## src/rtl/fifo_uart_tx_pkg.sv

```systemverilog
// ============================================================================
// Module : fifo_uart_tx_pkg
// Brief  : Shared FSM encodings and parity-type constants for fifo_uart_tx.
// Rev    : 1.0  initial release
// ============================================================================
`default_nettype none

package fifo_uart_tx_pkg;

    localparam int DEFAULT_DATA_WIDTH = 8;

    localparam logic PAR_EVEN = 1'b0;
    localparam logic PAR_ODD  = 1'b1;

    typedef enum logic [2:0] {
        ST_IDLE   = 3'd0,
        ST_START  = 3'd1,
        ST_DATA   = 3'd2,
        ST_PARITY = 3'd3,
        ST_STOP   = 3'd4
    } tx_state_e;

endpackage : fifo_uart_tx_pkg

`default_nettype wire

```

## src/rtl/fifo_uart_tx_if.sv

```systemverilog
// ============================================================================
// Module : fifo_uart_tx_if
// Brief  : FIFO read-port bundle (empty / head word / pop strobe).
// Rev    : 1.0  initial release
// ============================================================================
`default_nettype none

interface fifo_uart_tx_if
    import fifo_uart_tx_pkg::*;
#(
    parameter int DATA_WIDTH = DEFAULT_DATA_WIDTH
);
    logic                  empty;
    logic [DATA_WIDTH-1:0] rd_data;
    logic                  r_inc;

    // master = consumer that pops, slave = FIFO that presents the head word
    modport master (
        input  empty,
        input  rd_data,
        output r_inc
    );

    modport slave (
        output empty,
        output rd_data,
        input  r_inc
    );
endinterface : fifo_uart_tx_if

`default_nettype wire

```

## src/rtl/fifo_uart_tx_parity.sv

```systemverilog
// ============================================================================
// Module : uart_parity_calc
// Brief  : Combinational even/odd parity bit over a DATA_WIDTH payload.
// Rev    : 1.0  initial release
// ============================================================================
`default_nettype none

module uart_parity_calc
    import fifo_uart_tx_pkg::*;
#(
    parameter int DATA_WIDTH = DEFAULT_DATA_WIDTH
) (
    input  wire logic [DATA_WIDTH-1:0] data,
    input  wire logic                  par_typ,
    output logic                       par_bit
);

    always_comb begin
        par_bit = (^data) ^ (par_typ == PAR_ODD);
    end

endmodule : uart_parity_calc

`default_nettype wire

```

## src/rtl/fifo_uart_tx.sv

```systemverilog
// ============================================================================
// Module : fifo_uart_tx
// Brief  : Drains an async-FIFO read port and serialises each word as a UART
//          frame (start, LSB-first data, optional parity, stop), 1 bit/clk.
// Rev    : 1.0  initial release
// ============================================================================
`default_nettype none

module fifo_uart_tx
    import fifo_uart_tx_pkg::*;
#(
    parameter int DATA_WIDTH = DEFAULT_DATA_WIDTH
) (
    input  wire logic           clk,
    input  wire logic           rst_n,
    fifo_uart_tx_if.master      rd_if,
    input  wire logic           par_en,
    input  wire logic           par_typ,
    output logic                tx_out,
    output logic                busy
);

    localparam int                CNT_W    = (DATA_WIDTH > 1) ? $clog2(DATA_WIDTH) : 1;
    localparam logic [CNT_W-1:0]  LAST_BIT = CNT_W'(DATA_WIDTH - 1);

    tx_state_e             r_state,   w_state_nxt;
    logic [CNT_W-1:0]      r_cnt,     w_cnt_nxt;
    logic [DATA_WIDTH-1:0] r_shift,   w_shift_nxt;
    logic                  r_par_en,  w_par_en_nxt;
    logic                  r_par_typ, w_par_typ_nxt;
    logic                  r_tx,      w_tx_nxt;
    logic                  r_busy,    w_busy_nxt;
    logic                  r_rinc,    w_rinc_nxt;
    logic                  w_capture;
    logic                  w_par_bit;

    // Rotation (not a plain shift) keeps the payload intact; XOR parity is rotation-invariant
    uart_parity_calc #(
        .DATA_WIDTH (DATA_WIDTH)
    ) u_parity (
        .data    (r_shift),
        .par_typ (r_par_typ),
        .par_bit (w_par_bit)
    );

    always_comb begin
        w_state_nxt   = r_state;
        w_cnt_nxt     = r_cnt;
        w_shift_nxt   = r_shift;
        w_par_en_nxt  = r_par_en;
        w_par_typ_nxt = r_par_typ;
        w_tx_nxt      = r_tx;
        w_busy_nxt    = r_busy;
        w_rinc_nxt    = 1'b0;
        w_capture     = 1'b0;

        case (r_state)
            ST_IDLE: begin
                w_tx_nxt  = 1'b1;
                w_capture = !rd_if.empty;
            end
            ST_START: begin
                w_state_nxt = ST_DATA;
                w_cnt_nxt   = '0;
                w_tx_nxt    = r_shift[0];
                w_shift_nxt = {r_shift[0], r_shift[DATA_WIDTH-1:1]};
            end
            ST_DATA: begin
                if (r_cnt == LAST_BIT) begin
                    w_cnt_nxt = '0;
                    if (r_par_en) begin
                        w_state_nxt = ST_PARITY;
                        w_tx_nxt    = w_par_bit;
                    end else begin
                        w_state_nxt = ST_STOP;
                        w_tx_nxt    = 1'b1;
                    end
                end else begin
                    w_cnt_nxt   = r_cnt + 1'b1;
                    w_tx_nxt    = r_shift[0];
                    w_shift_nxt = {r_shift[0], r_shift[DATA_WIDTH-1:1]};
                end
            end
            ST_PARITY: begin
                w_state_nxt = ST_STOP;
                w_tx_nxt    = 1'b1;
            end
            ST_STOP: begin
                if (!rd_if.empty) begin
                    w_capture = 1'b1;
                end else begin
                    w_state_nxt = ST_IDLE;
                    w_tx_nxt    = 1'b1;
                    w_busy_nxt  = 1'b0;
                end
            end
            default: begin
                w_state_nxt = ST_IDLE;
                w_tx_nxt    = 1'b1;
                w_busy_nxt  = 1'b0;
            end
        endcase

        if (w_capture) begin
            w_state_nxt   = ST_START;
            w_shift_nxt   = rd_if.rd_data;
            w_par_en_nxt  = par_en;
            w_par_typ_nxt = par_typ;
            w_tx_nxt      = 1'b0;
            w_rinc_nxt    = 1'b1;
            w_busy_nxt    = 1'b1;
        end
    end

    always_ff @(posedge clk or negedge rst_n) begin
        if (!rst_n) begin
            r_state   <= ST_IDLE;
            r_cnt     <= '0;
            r_shift   <= '0;
            r_par_en  <= 1'b0;
            r_par_typ <= 1'b0;
            r_tx      <= 1'b1;
            r_busy    <= 1'b0;
            r_rinc    <= 1'b0;
        end else begin
            r_state   <= w_state_nxt;
            r_cnt     <= w_cnt_nxt;
            r_shift   <= w_shift_nxt;
            r_par_en  <= w_par_en_nxt;
            r_par_typ <= w_par_typ_nxt;
            r_tx      <= w_tx_nxt;
            r_busy    <= w_busy_nxt;
            r_rinc    <= w_rinc_nxt;
        end
    end

    assign tx_out      = r_tx;
    assign busy        = r_busy;
    assign rd_if.r_inc = r_rinc;

endmodule : fifo_uart_tx

`default_nettype wire

```

## src/flat_wrapper.sv

```systemverilog
// flat-port wrapper written by rule: the top's interface ports become plain ports
module fifo_uart_tx_flat import fifo_uart_tx_pkg::*;
#(
    parameter int DATA_WIDTH = DEFAULT_DATA_WIDTH
)
  (clk, rst_n, par_en, par_typ, tx_out, busy, rd_if_empty, rd_if_rd_data, rd_if_r_inc);
  fifo_uart_tx_if #(.DATA_WIDTH(DATA_WIDTH)) rd_if_i ();
  input  wire logic clk;
  input  wire logic rst_n;
  input  wire logic par_en;
  input  wire logic par_typ;
  output logic tx_out;
  output logic busy;
  input wire logic [$bits(rd_if_i.empty)-1:0] rd_if_empty;
  input wire logic [$bits(rd_if_i.rd_data)-1:0] rd_if_rd_data;
  output wire logic [$bits(rd_if_i.r_inc)-1:0] rd_if_r_inc;
  assign rd_if_i.empty = rd_if_empty;
  assign rd_if_i.rd_data = rd_if_rd_data;
  assign rd_if_r_inc = rd_if_i.r_inc;
  fifo_uart_tx #(.DATA_WIDTH(DATA_WIDTH)) u_core (.clk(clk), .rst_n(rst_n), .rd_if(rd_if_i), .par_en(par_en), .par_typ(par_typ), .tx_out(tx_out), .busy(busy));
endmodule
```

## config.mk

```make
export PLATFORM = sky130hd
export DESIGN_NAME = fifo_uart_tx_flat
export DESIGN_NICKNAME = d
export VERILOG_FILES = /design/src/rtl/fifo_uart_tx_pkg.sv /design/src/rtl/fifo_uart_tx_if.sv /design/src/rtl/fifo_uart_tx_parity.sv /design/src/rtl/fifo_uart_tx.sv /design/src/flat_wrapper.sv
export SDC_FILE = /design/constraint.sdc
export NUM_CORES = 1
export LEC_CHECK = 0
export CORE_AREA = 2 2 46 48
export CTS_CLUSTER_SIZE = 24
export DETAILED_ROUTE_END_ITERATION = 12
export DIE_AREA = 0 0 48 50
export PLACE_DENSITY_LB_ADDON = 0.08
export SLEW_MARGIN = 20
export SYNTH_ARGS = -nofsm -noshare
export SYNTH_HDL_FRONTEND = slang
export SYNTH_HIERARCHICAL = 1
export SYNTH_SLANG_ARGS = --single-unit
```

## constraint.sdc

```tcl
create_clock -name clk -period 2.4 [get_ports clk]
set_input_delay 0.72 -clock clk [delete_from_list [all_inputs] [get_ports clk]]
set_output_delay 0.72 -clock clk [all_outputs]
set_load 0.01 [all_outputs]
```

# Yosys cells after proc, flatten, opt, wreduce, memory -nomap -nowiden
# Cells that the tools add are included.
[op_classes]
add_sub_neg = 1
eq_ne = 10
muxes = 21
n_bitwise = 1
reduce_logical = 9
[op_table]
columns = ["cell", "n"]
rows = [
  ["$mux 8", 2],
  ["$pmux 8 s2", 1],
  ["$mux 3", 5],
  ["$pmux 3 s5", 1],
  ["$mux 1", 8],
  ["$reduce_xor 8->1", 1],
  ["$eq 3x2->1 const B", 2],
  ["$eq 3x3->1 const B", 2],
  ["$ne 3x2->1 const B", 2],
  ["$pmux 3 s2", 1],
  ["$ne 2x1->1 const B", 2],
  ["$pmux 1 s2", 2],
  ["$reduce_and 2->1", 2],
  ["$reduce_or 4->1", 1],
  ["$add 3x1->3 const B", 1],
  ["$eq 3x1->1 const B", 1],
  ["$logic_not 3->1", 1],
  ["$ne 3x1->1 const B", 1],
  ["$pmux 1 s3", 1],
  ["$reduce_and 3->1", 1],
  ["$reduce_bool 3->1", 1],
  ["$reduce_bool 2->1", 1],
  ["$logic_not 1->1", 1],
  ["$xor 1x1->1", 1],
]
[totals]
register_bits = 19
in_bits = 13
out_inout_bits = 3
elab_cells = 50

# Depth between registers and ports, before layout
# Gate-level depths: netlist (run 1).
[depth]
ltp_word = 6
depth_mapped = 7
ltp_nobuf = 6

# Cells and area by module
# The synthesis (run 1) kept the hierarchy.
[by_module_without_submodules]
columns = ["module", "instances", "cells_each", "area_per_inst_um2", "seq_area_each_um2"]
rows = [
  ["fifo_uart_tx", 1, 86, 952.2, 476.7],
  ["uart_parity_calc", 1, 7, 82.6, 0.0],
]

# Worst setup path before layout (run 1)
# OpenSTA, ideal clock, no wires.
[synth_timing]
kind = "input to register"
start = "in rd_if_empty"
end = "reg u_core.r_shift[4]"
setup_ps = 119
t_arrival_ps = 1604
required_ps = 2281
slack_ps = 678
path_stages = 5
path_buffers = 1
path_cell_list = "or3_4 inv_6 buf_12 mux2i_1 o21ai_2"
[synth_via]
elab_chain_cells = 4
word_cells_on_any_way = 7
classes_between = "1 x eq/ne; 3 x mux; 3 x reduce/logical"
[synth_rtl]
columns = ["item", "line", "rtl"]
rows = [
  ["from (decl)", "flat_wrapper.sv:14", "input wire logic [$bits(rd_if_i.empty)-1:0] rd_if_empty;"],
  ["$mux 1 / $logic_not 1->1 (equally long branches)", "fifo_uart_tx.sv:89, fifo_uart_tx.sv:60", ""],
  ["$pmux 1 s2 (*)", "fifo_uart_tx.sv:57", "case (r_state)"],
  ["$ne 3x2->1 (no line) / $reduce_bool 3->1 (equally long branches)", "-", ""],
  ["$reduce_and 2->1 (no line)", "-", ""],
  ["to (signal assigned)", "fifo_uart_tx.sv:128", "r_shift <= w_shift_nxt;"],
  ["to (decl)", "fifo_uart_tx.sv:28", "logic [DATA_WIDTH-1:0] r_shift, w_shift_nxt;"],
]
# Mark *: on every way between the ends. The rest lies on a longest branch, timed or not.
# A chain may end at the register's enable or synchronous reset.

# Worst setup path in the final report (run 1)
[layout_timing]
start = "reg u_core.r_tx, in the netlist u_core/tx_out"
end = "out tx_out"
[layout_rtl]
columns = ["item", "line", "rtl"]
rows = [
  ["from (decl)", "fifo_uart_tx.sv:31", "logic r_tx, w_tx_nxt;"],
  ["from (signal assigned)", "fifo_uart_tx.sv:131", "r_tx <= w_tx_nxt;"],
  ["to (decl)", "flat_wrapper.sv:12", "output logic tx_out;"],
]
# No word-level cell between the ends.

==> out/metrics.csv, run 1 <==
metric,value,unit
status,"finished, final reports clean",
postRouteAntennaNets,0,
routed-via-count,700,
layout.cells.non_filler,136,
cts-htree-levels,1,
hold_class,reg -> reg,
placed_cells,132,
clock_sinks,19,
dieArea,2400,µm²
worstPathArrival,1.33,ns
endpoint_kind,output port,
hp-start,u_core/busy,
globalRouteTotalUtil,17.8,%
grt_max_degree,20,
synthArstFlopShare,100,%
crit_path_start_kind,register,
fin_skew,0.00615,ns
grt_pass1_vias,708,
grt_pass1_wl,3030,µm
final_max_slew_viol_count,0,
power.switching,0.617,mW
cts_resized,0,
layout_commonest_cell,dfrtp_1,
cp_top_family,flip-flops,
ir_drop,0.691,mV
rsz0062_at_grt,no,
period_needed,2.05,ns
final_cell_mix,"dfrtp_1, clkdlybuf4s50_1, nand2_1",
die_h,50,µm
routed_wl,1740,µm
swShare,38.5,%
ys_seq_area_share,46.1,%
finalNetCount,125,
clk_pin_slew_worst_paths,0.10,ns
gp_congestion,0.698,
worstSetupStartpoint,u_core/tx_out,
grt_antenna_before_repair,0,
initial_core_util,54.4,%
route.detailed.drc,0,
netlist_area,1030,µm²
ctsHoldBuffers,0,
drive_gt1_share,13.8,%
clkPwrFrac,9.9,%
required,1.68,ns
power_density,1330,nW/µm²
worst_slack,0.348,ns
r2r-start,u_core/r_cnt[0],
io_buffer_count,15,
antenna_cells,0,
rows,16,
ioPinCount,16,
p_comb_share,51.6,%
clk_path_buf_depth,2,
ys.flop_type,dfrtp_1,
cts_setup_buffers,0,
hold_viol_final,0,
wl_per_cell,12.8,µm
cp_slowest_cell,dfstp_2,
max-cap-violations,0,
synth_top_area_cell,dfrtp_1,
place_ws,0.137,ns
drt_iter0_drc,11,
timing.fmax,0.487,GHz
drt-pass1-iter-count,4,
p_seq_share,38.5,%
fin_crit_sh,85.5,%
path_class,reg -> out,
cts_buffers,3,
worst_pin_slew,0.542,ns
cp_slowest_stage_delay,0.53,ns
critPathMaxFanout,1,
relSlewSlack,63.7,%
ys_types,30,
vias_per_cell,5.15,
syn_nets,108,
cp.buffers_inverters,1,
dp.final_hpwl,1270,µm
synthToLayoutAreaGrowth,16.4,%
final_util,63.4,%
cts_tree,done,
yosys-top-cells-area,"dfrtp_1, mux2i_1, a22o_1",
finalSetupTns,0,ns
syn_inst,93,
p_int,0.987,mW
clkLatencyLatePin,0.29,ns
p_leak,0.526,nW
die_width,48,µm
postSynthAreaPerCell,11.1,µm²
ys_ff_latch,19,
path_cells,clkdlybuf4s50_1,
gr-total-overflow,0,
finalSetupViolCount,0,
synth-edff-count,0,
root_buffer,clkbuf_4,
placeableCoreArea,1900,µm²
yosysTopAreaCellShare,43.5,%
yosys_warnings,6,
[sequential cells by signal (all words and copies together) (netlist names)]
register	flops
u_core/r_par_typ	1
u_core/tx_out	1
u_core/busy	1
u_core/r_shift	8
u_core/r_cnt	3
u_core/r_state	3
u_core/rd_if.r_inc	1
u_core/r_par_en	1
[worst paths after layout]
check,endpoint,slack (ns),depth (start not counted)
setup / recovery,tx_out,0.35,1
hold / removal,u_core/busy,0.49,1
setup reg to reg,u_core/r_shift[1],0.64,6
hold reg to reg,u_core/busy,0.49,1
max in group asynchronous,u_core/tx_out,1.38,2
min in group asynchronous,u_core/r_shift[4],0.75,2
[worst reg2reg max path: stages (launching register included)]
cell,delay [ns]
dfrtp_1,0.43
ha_1,0.21
ha_1,0.25
nor4b_2,0.42
nor3_4,0.16
nand2_1,0.10
o21ai_1,0.07
[layer usage]
metal  wire (µm)  track usage [%]  share of wire (%)  vias to the layer above
li1            -                -                  -                      360
met1         851             24.4                 49                      325
met2         807             27.1                 46                       13
met3          63             3.30                3.6                        2
met4          14             6.76               0.81                        0
met5           0                0                  0                        -
[power groups by stage]
| stage | clock, mW | combinational [mW] | sequential, mW |
|---|---|---|---|
| after CTS | 0.169 | 0.842 | 0.618 |
| after global routing | 0.182 | 0.921 | 0.642 |
| after detailed placement | 0 | 0.837 | 0.625 |
| after global placement | 0 | 0.814 | 0.621 |
| after floorplan | 0 | 0.737 | 0.581 |
| final | 0.158 | 0.828 | 0.617 |
[stage by stage]
step	power (mW)	hold slack (ns)	instance area (µm²)
2_1_floorplan	1.32	0.424	1030
3_3_place_gp	1.43	0.475	1180
3_5_place_dp	1.46	0.477	1180
4_1_cts	1.63	0.501	1200
5_1_grt	1.74	0.531	1200
6_report	1.60	0.492	1200
[synthesized netlist by cell type, types with 2 or more instances]
cell type / n
a21o_1: 2
a21oi_1: 3
a22o_1: 6
a31oi_1: 2
buf_6: 2
dfrtp_1: 18
ha_1: 2
inv_1: 2
mux2i_1: 7
nand2_1: 13
nor2_1: 5
nor2b_1: 2
o21ai_1: 7
o21ai_2: 3
xnor2_1: 4
[cells by family (layout without fill, tap and decap cells)]
kind of cell / count (synthesis) / count (layout) / synth area share (%)
AND/OR/NAND/NOR: 27 / 27 / 15.0
buffers and inverters: 7 / 23 / 6.17
flip-flops: 19 / 19 / 46.1
adder cells (fa/ha/maj): 2 / 2 / 2.42
multiplexers: 7 / 7 / 6.77
AO/OA/AOI/OAI: 24 / 24 / 15.6
XOR/XNOR: 7 / 7 / 7.98
[area by class of cell]
cell class              count  area [µm²]
clock buffers               4        26.3
repair buffers             16         158
well taps                  27        33.8
fillers                   165         697
multi-input cells          67         494
inverters                   3        16.3
flip-flops and latches     19         477
Note: power is estimated with default switching activity, not from simulation.
==> inputs of run 2 (changes only) <==
--- a/config.mk
+++ b/config.mk
@@ -6,9 +6,11 @@
 export NUM_CORES = 1
 export LEC_CHECK = 0
 export CORE_AREA = 2 2 46 48
+export CTS_BUF_LIST = sky130_fd_sc_hd__clkbuf_4 sky130_fd_sc_hd__clkbuf_8 sky130_fd_sc_hd__clkbuf_16
 export CTS_CLUSTER_SIZE = 24
 export DETAILED_ROUTE_END_ITERATION = 12
 export DIE_AREA = 0 0 48 50
+export DONT_BUFFER_PORTS = 1
 export PLACE_DENSITY_LB_ADDON = 0.08
 export SLEW_MARGIN = 20
 export SYNTH_ARGS = -nofsm -noshare
==> run 2 against run 1 <==
Compared with the run above: via count shrank 9.3%; hold slack lost 0.38 ns; count of clock-buffer cells in the layout shrank 1; cell count shrank 12%; first-iteration DRC count shrank 36%; maximum frequency grew 16%; utilization shrank 8.2 points; register-to-register slack is essentially flat; clock skew shrank 0.0039 ns; critical endpoint is now u_core/r_shift[5].
==> out/metrics.csv, run 2 (synthesis results as in run 1) <==
metric,value,unit
required,2.57,ns
hold_class,in -> async,
routed-via-count,635,
rows,16,
cp_slowest_stage_delay,0.43,ns
fin_skew,0.00223,ns
grt_max_degree,20,
p_leak,0.465,nW
ioPinCount,16,
timing.fmax,0.567,GHz
clkLatencyLatePin,0.29,ns
clock_sinks,19,
die_width,48,µm
timing.rr.end,u_core/r_shift[5],
rsz0062_at_grt,no,
cp-endpoint,u_core/r_shift[5],
io_buffer_count,0,
dieArea,2400,µm²
period_needed,1.76,ns
fin_crit_sh,73.5,%
die_h,50,µm
gp_congestion,0.759,
wl_per_cell,13.7,µm
finalSetupViolCount,0,
finalSetupTns,0,ns
placeableCoreArea,1900,µm²
cts-htree-levels,1,
regMostFlops,u_core/r_shift,
dp.final_hpwl,1240,µm
drive_gt1_share,16.1,%
cp_slowest_cell,nor4b_2,
max-cap-violations,0,
globalRouteTotalUtil,16.3,%
vias_per_cell,5.29,
multiInputGateArea,494,µm²
critPathMaxFanout,14,
ctsHoldBuffers,0,
postRouteAntennaNets,0,
critPathMostFrequentCell,ha_1,
power_density,1460,nW/µm²
worstPathArrival,1.93,ns
r2r_cells,6,
drt-pass1-iter-count,4,
ff_latch_area,477,µm²
path_class,reg -> reg,
cts_buffers,3,
ir_drop,0.851,mV
worstSetupStartpoint,u_core/r_cnt[0],
reg_top3,"u_core/r_shift x8, u_core/r_cnt x3, u_core/r_state x3",
status,"finished, final reports clean",
initial_core_util,54.4,%
clk_pin_slew_worst_paths,0.11,ns
clk_path_buf_depth,2,
fill_cells,168,
root_buffer,clkbuf_4,
cts_tree,done,
cts_resized,0,
relSlewSlack,64.5,%
path_cells,ha_1 > ha_1 > nor4b_2 > nor3_4 > nand2_1 > o21ai_2,
gr-total-overflow,0,
hold_viol_final,0,
final_max_slew_viol_count,0,
synthToLayoutAreaGrowth,1.33,%
r2r-start,u_core/r_cnt[0],
layout_commonest_cell,dfrtp_1,
routed_wl,1640,µm
drt_iter0_drc,7,
antenna_cells,0,
route.detailed.drc,0,
final_util,55.1,%
worst_pin_slew,0.531,ns
power.total,1.53,mW
grt_pass1_wl,2810,µm
grt_pass1_vias,614,
reg2reg_slack,0.64,ns
final_cell_mix,"dfrtp_1, nand2_1, o21ai_1, mux2i_1, a22o_1",
finalNetCount,109,
cts_setup_buffers,0,
largest_register_ffs,8,
endpoint_kind,register,
grt_antenna_before_repair,0,
crit_path_start_kind,register,
[run 2: worst max-delay path: cells and delay by family (launching register included)]
kind	cells	cell delay, ns
flops	1	0.42
simple gates	3	0.71
fa+ha+maj	2	0.47
compound gates	1	0.05
[run 2: metrics by stage]
stage               std cells  cell area [µm²]  worst slack [ns]  hold WS, ns
floorplan                  93             1030             0.678        0.424
global placement          116             1020             0.638        0.425
detailed placement        116             1020             0.618        0.425
CTS                       120             1050             0.634       0.0946
global route              120             1050             0.522       0.0742
finish                    120             1050             0.635        0.108
[run 2: power breakdown]
group / switching [mW] / leakage [nW] / internal, mW
combinational: 0.338 / 0.211 / 0.401
clock: 0.0945 / 0.0177 / 0.0619
sequential: 0.163 / 0.236 / 0.469
[run 2: worst min-delay path by stage]
| stage | cells past startpoint | start | slack [ns] | end |
|---|---|---|---|---|
| after floorplan | 0 | rst_n | 0.42 | u_core/busy |
| after global placement | 0 | rst_n | 0.42 | u_core/r_shift[6] |
| final | 0 | rst_n | 0.11 | u_core/r_shift[7] |
| after global routing | 0 | rst_n | 0.07 | u_core/r_cnt[2] |
| after detailed placement | 0 | rst_n | 0.42 | u_core/r_shift[5] |
| after CTS | 0 | rst_n | 0.09 | u_core/r_shift[7] |
[run 2: layout make-up]
cell class                 count  share of cell area (%)
clock inverter                 1                   0.477
inverter                       3                    1.55
clock buffer                   3                    2.15
tap                           27                    3.22
sequential                    19                    45.5
multi-input combinational     67                    47.1
[run 2: metal layers]
metal,share of wire [%],up-vias,routed length [µm],track usage (%)
met5,0,-,0,0
met4,0,0,0,4.05
met3,4.1,0,68,4.03
met2,45,13,742,22.4
met1,51,293,833,25.1
li1,-,329,-,-
